$ cat src/rtl/shift_pkg.sv
// Shared types for the load/shift register and its auto-shift sequencer.
package shift_pkg;

    typedef enum logic [1:0] {
        SM_LSR = 2'b00,
        SM_ASR = 2'b01,
        SM_LSL = 2'b10,
        SM_ROR = 2'b11
    } shift_mode_t;

    typedef enum logic [1:0] {
        S_IDLE  = 2'b00,
        S_SHIFT = 2'b01,
        S_DONE  = 2'b10
    } seq_state_t;

endpackage

$ cat src/rtl/shift_step.sv
// One shift step of a WIDTH-bit word: next value and the bit that leaves.
module shift_step
    import shift_pkg::*;
#(
    parameter int WIDTH = 8
) (
    input  logic [WIDTH-1:0] D,
    input  shift_mode_t      Mode,
    input  logic             Shift_In,
    output logic [WIDTH-1:0] D_Next,
    output logic             Shift_Out
);

    // Next-word selection for the four shift flavours
    always_comb begin
        D_Next = D;
        case (Mode)
            SM_LSR:  D_Next = {Shift_In, D[WIDTH-1:1]};
            SM_ASR:  D_Next = {D[WIDTH-1], D[WIDTH-1:1]};
            SM_LSL:  D_Next = {D[WIDTH-2:0], Shift_In};
            SM_ROR:  D_Next = {D[0], D[WIDTH-1:1]};
            default: D_Next = D;
        endcase
    end

    // Leaving bit: MSB for left shifts, LSB for everything else
    always_comb begin
        Shift_Out = (Mode == SM_LSL) ? D[WIDTH-1] : D[0];
    end

endmodule

$ cat src/rtl/shift_reg_seq.sv
// WIDTH-bit load/shift register with single-step shifting and an
// auto-sequencer that performs N shifts per Start with a Busy/Done handshake.
//
//   state   | meaning
//   --------+-----------------------------------------------------------
//   S_IDLE  | waiting; Start launches a sequence, Shift_En single-steps
//   S_SHIFT | one shift per edge with latched mode, rem_q counts down
//   S_DONE  | one-cycle Done pulse, then back to S_IDLE
module shift_reg_seq
    import shift_pkg::*;
#(
    parameter int WIDTH = 8,
    parameter int CNT_W = $clog2(WIDTH + 1)
) (
    input  logic             Clk,
    input  logic             Reset_n,
    input  logic             Clear,
    input  logic             Load,
    input  logic [WIDTH-1:0] Data_In,
    input  logic             Shift_En,
    input  logic             Shift_In,
    input  logic [1:0]       Mode,
    input  logic             Start,
    input  logic [CNT_W-1:0] Shift_Count,
    output logic [WIDTH-1:0] Data_Out,
    output logic             Shift_Out,
    output logic             Busy,
    output logic             Done
);

    logic [WIDTH-1:0] data_q;
    logic [WIDTH-1:0] step_d;
    seq_state_t       state_q;
    shift_mode_t      mode_q;
    shift_mode_t      step_mode;
    logic [CNT_W-1:0] rem_q;

    // While a sequence runs the latched mode drives the shared shifter
    always_comb begin
        step_mode = (state_q == S_SHIFT) ? mode_q : shift_mode_t'(Mode);
    end

    shift_step #(
        .WIDTH (WIDTH)
    ) u_step (
        .D         (data_q),
        .Mode      (step_mode),
        .Shift_In  (Shift_In),
        .D_Next    (step_d),
        .Shift_Out (Shift_Out)
    );

    // Register, sequencer state and down-counter; Clear > Load > sequencer > Shift_En
    always_ff @(posedge Clk or negedge Reset_n) begin
        if (!Reset_n) begin
            data_q  <= '0;
            state_q <= S_IDLE;
            mode_q  <= SM_LSR;
            rem_q   <= '0;
        end else if (Clear) begin
            data_q  <= '0;
            state_q <= S_IDLE;
            mode_q  <= SM_LSR;
            rem_q   <= '0;
        end else if (Load) begin
            data_q  <= Data_In;
            state_q <= S_IDLE;
            rem_q   <= '0;
        end else begin
            case (state_q)
                S_IDLE: begin
                    if (Start) begin
                        mode_q  <= shift_mode_t'(Mode);
                        rem_q   <= Shift_Count;
                        state_q <= (Shift_Count == '0) ? S_DONE : S_SHIFT;
                    end else if (Shift_En) begin
                        data_q <= step_d;
                    end
                end
                S_SHIFT: begin
                    data_q <= step_d;
                    rem_q  <= rem_q - CNT_W'(1);
                    if (rem_q == CNT_W'(1)) begin
                        state_q <= S_DONE;
                    end
                end
                S_DONE: begin
                    state_q <= S_IDLE;
                end
                default: begin
                    state_q <= S_IDLE;
                end
            endcase
        end
    end

    // Handshake flags are pure decodes of the registered state
    always_comb begin
        Data_Out = data_q;
        Busy     = (state_q == S_SHIFT);
        Done     = (state_q == S_DONE);
    end

endmodule

$ cat config.mk
export PLATFORM = sky130hd
export DESIGN_NAME = shift_reg_seq
export DESIGN_NICKNAME = d
export VERILOG_FILES = /design/src/rtl/shift_pkg.sv /design/src/rtl/shift_step.sv /design/src/rtl/shift_reg_seq.sv
export SDC_FILE = /design/constraint.sdc
export NUM_CORES = 1
export LEC_CHECK = 0
export ABC_AREA = 1
export BUFFER_PORTS_ARGS = -buffer_cell sky130_fd_sc_hd__buf_2
export CAP_MARGIN = 30
export CORE_MARGIN = 1
export CORE_UTILIZATION = 50
export DETAILED_ROUTE_END_ITERATION = 12
export PLACE_DENSITY = 0.84
export SYNTH_ARGS = -nofsm -noshare
export SYNTH_HDL_FRONTEND = slang
export SYNTH_SLANG_ARGS = --single-unit
$ cat constraint.sdc
create_clock -name Clk -period 1.7 [get_ports Clk]
set_input_delay 0.255 -clock Clk [delete_from_list [all_inputs] [get_ports Clk]]
set_output_delay 0.255 -clock Clk [all_outputs]
set_load 0.05 [all_outputs]
-- Yosys cells after proc, flatten, opt, wreduce, memory -nomap -nowiden
Cells that the tools add are included.
- add/subtract/negate cells: 1
- $mul: 0
- divide/modulo/power cells: 0
- order comparisons: 0
- eq/ne operators: 11
- shift operators: 0
- mux-type cells: 22
- bitwise gates (word level): 0
- reduce and logical (&&, ||, !) cells: 10
- operators with widths (operator ; count):
    $mux W8 ; 4
    $pmux W8 S4 ; 1
    $mux W2 ; 10
    $pmux W8 S2 ; 1
    $mux W4 ; 3
    $ne A4 B4 Y1 const B ; 3
    $pmux W4 S2 ; 1
    $eq A2 B2 Y1 const B ; 3
    $reduce_and A3 Y1 ; 2
    $eq A2 B1 Y1 const B ; 2
    $eq A4 B1 Y1 const B ; 1
    $logic_not A2 Y1 ; 2
    $logic_not A4 Y1 ; 1
    $ne A4 B3 Y1 const B ; 1
    $pmux W2 S2 ; 1
    $reduce_and A2 Y1 ; 2
    $reduce_bool A2 Y1 ; 2
    $reduce_bool A4 Y1 ; 1
    $sub A4 B1 Y4 const B ; 1
    $ne A2 B2 Y1 const B ; 1
    $mux W1 ; 1
- bits in registers: 16
- bits in latches: 0
- bits in writable memories: 0
- bits in read-only memories: 0
- input bits: 21
- output and inout port bits: 11
- logic and storage cells: 48
- memories: 0

-- Longest topological paths before layout
- depth in word-level cells: 9
- mapped depth: 8
- gate-level depth less buffers: 8

-- Cells and area by module
From an unflattened synthesis, not the netlist that was laid out.
- cells, all modules: 178
- area, all modules: 1192.4 um2
- modules (own cells, without submodules) (module ; times used ; cells an instance ; area an instance (um2) ; seq. area each (um2)):
    shift_reg_seq ; 1 ; 142 ; 1033.5 ; 400.4
    shift_step ; 1 ; 36 ; 158.9 ; 0.0

-- Least setup slack after synthesis
Ideal clock, no wire load.
- kind: reg2out
- start: register state_q[1]
- end: output Shift_Out
- data arrival time: 2035 ps
- required time: 1445 ps
- setup slack: -590 ps
- stages on the path, launching flop included: 6
- buffers on the path: 0
- cell sequence: dfrtp_1 -> inv_2 -> nand2_4 -> o21ai_4 -> nand2_4 -> o21ai_0
- cells in the longest elaborated chain, start to end: 4
- ends and longest elaborated chain (element ; RTL line ; text):
    from (decl) ; shift_reg_seq.sv:33 ; seq_state_t state_q;
    from (signal assigned) ; shift_reg_seq.sv:75 ; state_q <= (Shift_Count == '0) ? S_DONE : S_SHIFT;
    $eq A2 B1 Y1 ; shift_reg_seq.sv:40 ; step_mode = (state_q == S_SHIFT) ? mode_q : shift_mode_t'(Mode);
    $mux W2 ; shift_reg_seq.sv:40 ;
    $eq A2 B2 Y1 ; shift_step.sv:28 ; Shift_Out = (Mode == SM_LSL) ? D[WIDTH-1] : D[0];
    $mux W1 ; shift_step.sv:28 ;
    to (decl) ; shift_reg_seq.sv:26 ; output logic Shift_Out,
Every way passes these cells.

-- Final worst setup path
Ends and elaborated chain as after synthesis.

==> impl_metrics.env <==
export IMPL_synth_compound_area_share_pct=18.98
export IMPL_final_cells=221
export IMPL_grt_pass1_vias=1096
export IMPL_cp_arrival_ns=1.49
export IMPL_vdd_drop_max_uv=646.1
export IMPL_clock_path_buffers=2
export IMPL_report_final_hold_viol_count=0
export IMPL_endpoint_kind="output port"
export IMPL_n_antenna_cell=0
export IMPL_die_area_um2=2339
export IMPL_synth_xor_area_share_pct=0
export IMPL_root_buffer="clkbuf_4"
export IMPL_r2r_cells=8
export IMPL_max_freq_mhz=573.5
export IMPL_fp_row_count=16
export IMPL_clock_latency_ns=0.29
export IMPL_coreArea_um2=1982
export IMPL_required_ns=1.44
export IMPL_ys_types=26
export IMPL_clock_skew_final_ns=0.003614
export IMPL_die_w_um=48.37
export IMPL_slew_headroom_pct=73.88
export IMPL_area_growth_pct=31.43
export IMPL_crit_fanout=7
export IMPL_synth_top_family_by_area="simple AND/OR/NAND/NOR gates"
export IMPL_synthMuxAreaShare_pct=0
export IMPL_vias_per_cell=5.430
export IMPL_setup_violations=1
export IMPL_violations="negative setup slack"
export IMPL_maxCapViolCount=0
export IMPL_tightest_slew_ns=0.3882
export IMPL_drive_gt1_share_pct=32.47
export IMPL_mostFrequentLayoutCells="30 x buf_2, 25 x nand3_1, 19 x nand2_1"
export IMPL_ys_warn_count=0
export IMPL_power_density_nw_per_um2=829.7
export IMPL_finalWirelength_um=2958
export IMPL_initialDrtViolationCount=31
export IMPL_portBuffers=31
export IMPL_gp_congestion=0.8764
export IMPL_grt_total_usage_pct=25.10
export IMPL_cts_tree="yes"
export IMPL_holdWs_ns=0.2489
export IMPL_place_inst=209
export IMPL_dr_pass1_iters=4
export IMPL_vias=1200
export IMPL_avgSynthCellArea_um2=7.262
export IMPL_grt_max_degree=17
export IMPL_setup_tns_ns=-0.04361
export IMPL_r2r_slack_ns=0.07
export IMPL_htree_levels=1
export IMPL_num_nets_final=218
export IMPL_synth_nets=171
export IMPL_critPathKind="flop to output port"
export IMPL_fin_crit_ns=1.744
export IMPL_ys_seq_elements=16
export IMPL_slew_viol_final=0
export IMPL_status="complete, but fails checks"
export IMPL_cts_inserted_buffers=3
export IMPL_placed_area_um2=1289
export IMPL_clock_sinks=16
export IMPL_seq_area_frac_synth_pct=37.25
export IMPL_fin_crit_sh_pct=102.6
export IMPL_io_pins=32
export IMPL_hp_class="input port to flop"
export IMPL_hold_path_depth=3
export IMPL_rsz0062_at_grt="true"
export IMPL_start_kind="flop"
export IMPL_synth_adder_area_share_pct=2.328
export IMPL_die_h_um=48.37
export IMPL_clk_pin_slew_worst_paths_ns=0.10
export IMPL_final_cell_area_um2=1413
export IMPL_setup_ws_ns=-0.04361
export IMPL_post_route_drc_count=0
export IMPL_grt_overflow_total=0
export IMPL_initial_core_util_pct=54.23
export IMPL_n_fill_cell=162
export IMPL_final_common_cell="buf_2"
export IMPL_yosys_area_share_simple_pct=32.60
export IMPL_place_hpwl_um=2070
export IMPL_ant_nets=0
export IMPL_drt_wirelength_per_cell_um=13.38
export IMPL_antenna_found_initial=0
export IMPL_post_place_ws_ns=0.1814
export IMPL_power_leakage_nw=0.7212
export IMPL_grt_pass1_wl_um=4609
export IMPL_syn_inst=148
export IMPL_syn_area_um2=1075
==> registers in the layout, indices dropped and copies added (netlist names) <==
| register | flops |
|---|---|
| Data_Out | 8 |
| mode_q | 2 |
| rem_q | 4 |
| state_q | 2 |
==> area by class of cell <==
cell class              count  area (um2)  share of cell area (%)
multi-input cells         109       600.6                   42.52
flip-flops and latches     16       401.6                   28.43
inverters                  21       78.83                   5.580
clock buffers               4       36.28                   2.569
repair buffers             44       261.5                   18.51
well taps                  27       33.78                   2.392
==> cell families after synthesis <==
| kind of cell | Yosys count |
|---|---|
| adder cells (fa/ha/maj) | 2 |
| AO/OA/AOI/OAI | 36 |
| buffers and inverters | 23 |
| AND/OR/NAND/NOR | 71 |
| flip-flops | 16 |
==> cell usage after synthesis, drive strengths merged <==
library cell / number / share of area [%]
a21oi: 19 / 9.2
a31oi: 1 / 0.58
buf: 2 / 1.5
clkinv: 1 / 0.35
dfrtp: 16 / 37
ha: 2 / 2.3
inv: 20 / 7.0
nand2: 25 / 10
nand3: 27 / 14
nand3b: 2 / 1.4
nand4: 1 / 0.58
nor2: 15 / 5.5
nor4: 1 / 0.58
o211ai: 1 / 0.70
o21ai: 12 / 6.6
o21bai: 1 / 0.70
o22ai: 2 / 1.2
==> where the power goes <==
| part | internal (mW) | leakage (nW) | total [mW] | switching, mW |
|---|---|---|---|---|
| combinational | 0.146 | 0.493 | 0.457 | 0.310 |
| clock | 0.131 | 0.0210 | 0.262 | 0.132 |
| sequential | 0.420 | 0.207 | 0.453 | 0.0328 |
==> critical path: stages (launching register included) <==
cell	delay, ns
dfrtp_1	0.42
inv_2	0.10
nand2_4	0.10
o21ai_4	0.20
nand2_4	0.09
o21ai_4	0.12
buf_6	0.17
==> final timing paths <==
kind / startpoint / to
hold / removal: Data_In[7] / Data_Out[7]
min in group asynchronous: Reset_n / Data_Out[7]
setup / recovery: state_q[1] / Shift_Out
setup reg to reg: state_q[1] / Data_Out[0]
max in group asynchronous: Reset_n / state_q[0]
hold reg to reg: rem_q[3] / rem_q[3]
==> repair_timing <==
action / CTS / global route
setup endpoints to repair: 1 / 2
hold endpoints to repair: 16 / 0
setup buffers: 3 / 4
hold buffers: 1 / 0
gates resized for setup: 4 / 4
pin swaps: 0 / 3
==> per-layer routing <==
layer | track usage, % | vias to the layer above | part of all wire, %
li1 | - | 590 | -
met1 | 31.40 | 553 | 43
met2 | 44.84 | 55 | 50
met3 | 5.346 | 2 | 6.6
met4 | 4.412 | 0 | 0.51
met5 | 0 | - | 0
==> per-stage QoR <==
stage          total power [mW]  util (%)
2_1_floorplan            0.7611         -
3_3_place_gp             0.8701     65.03
3_5_place_dp             0.8825     65.03
4_1_cts                   1.157     69.00
5_1_grt                   1.236     71.28
6_report                  1.172     71.28
No activity file was read; power rests on OpenSTA's default activity.
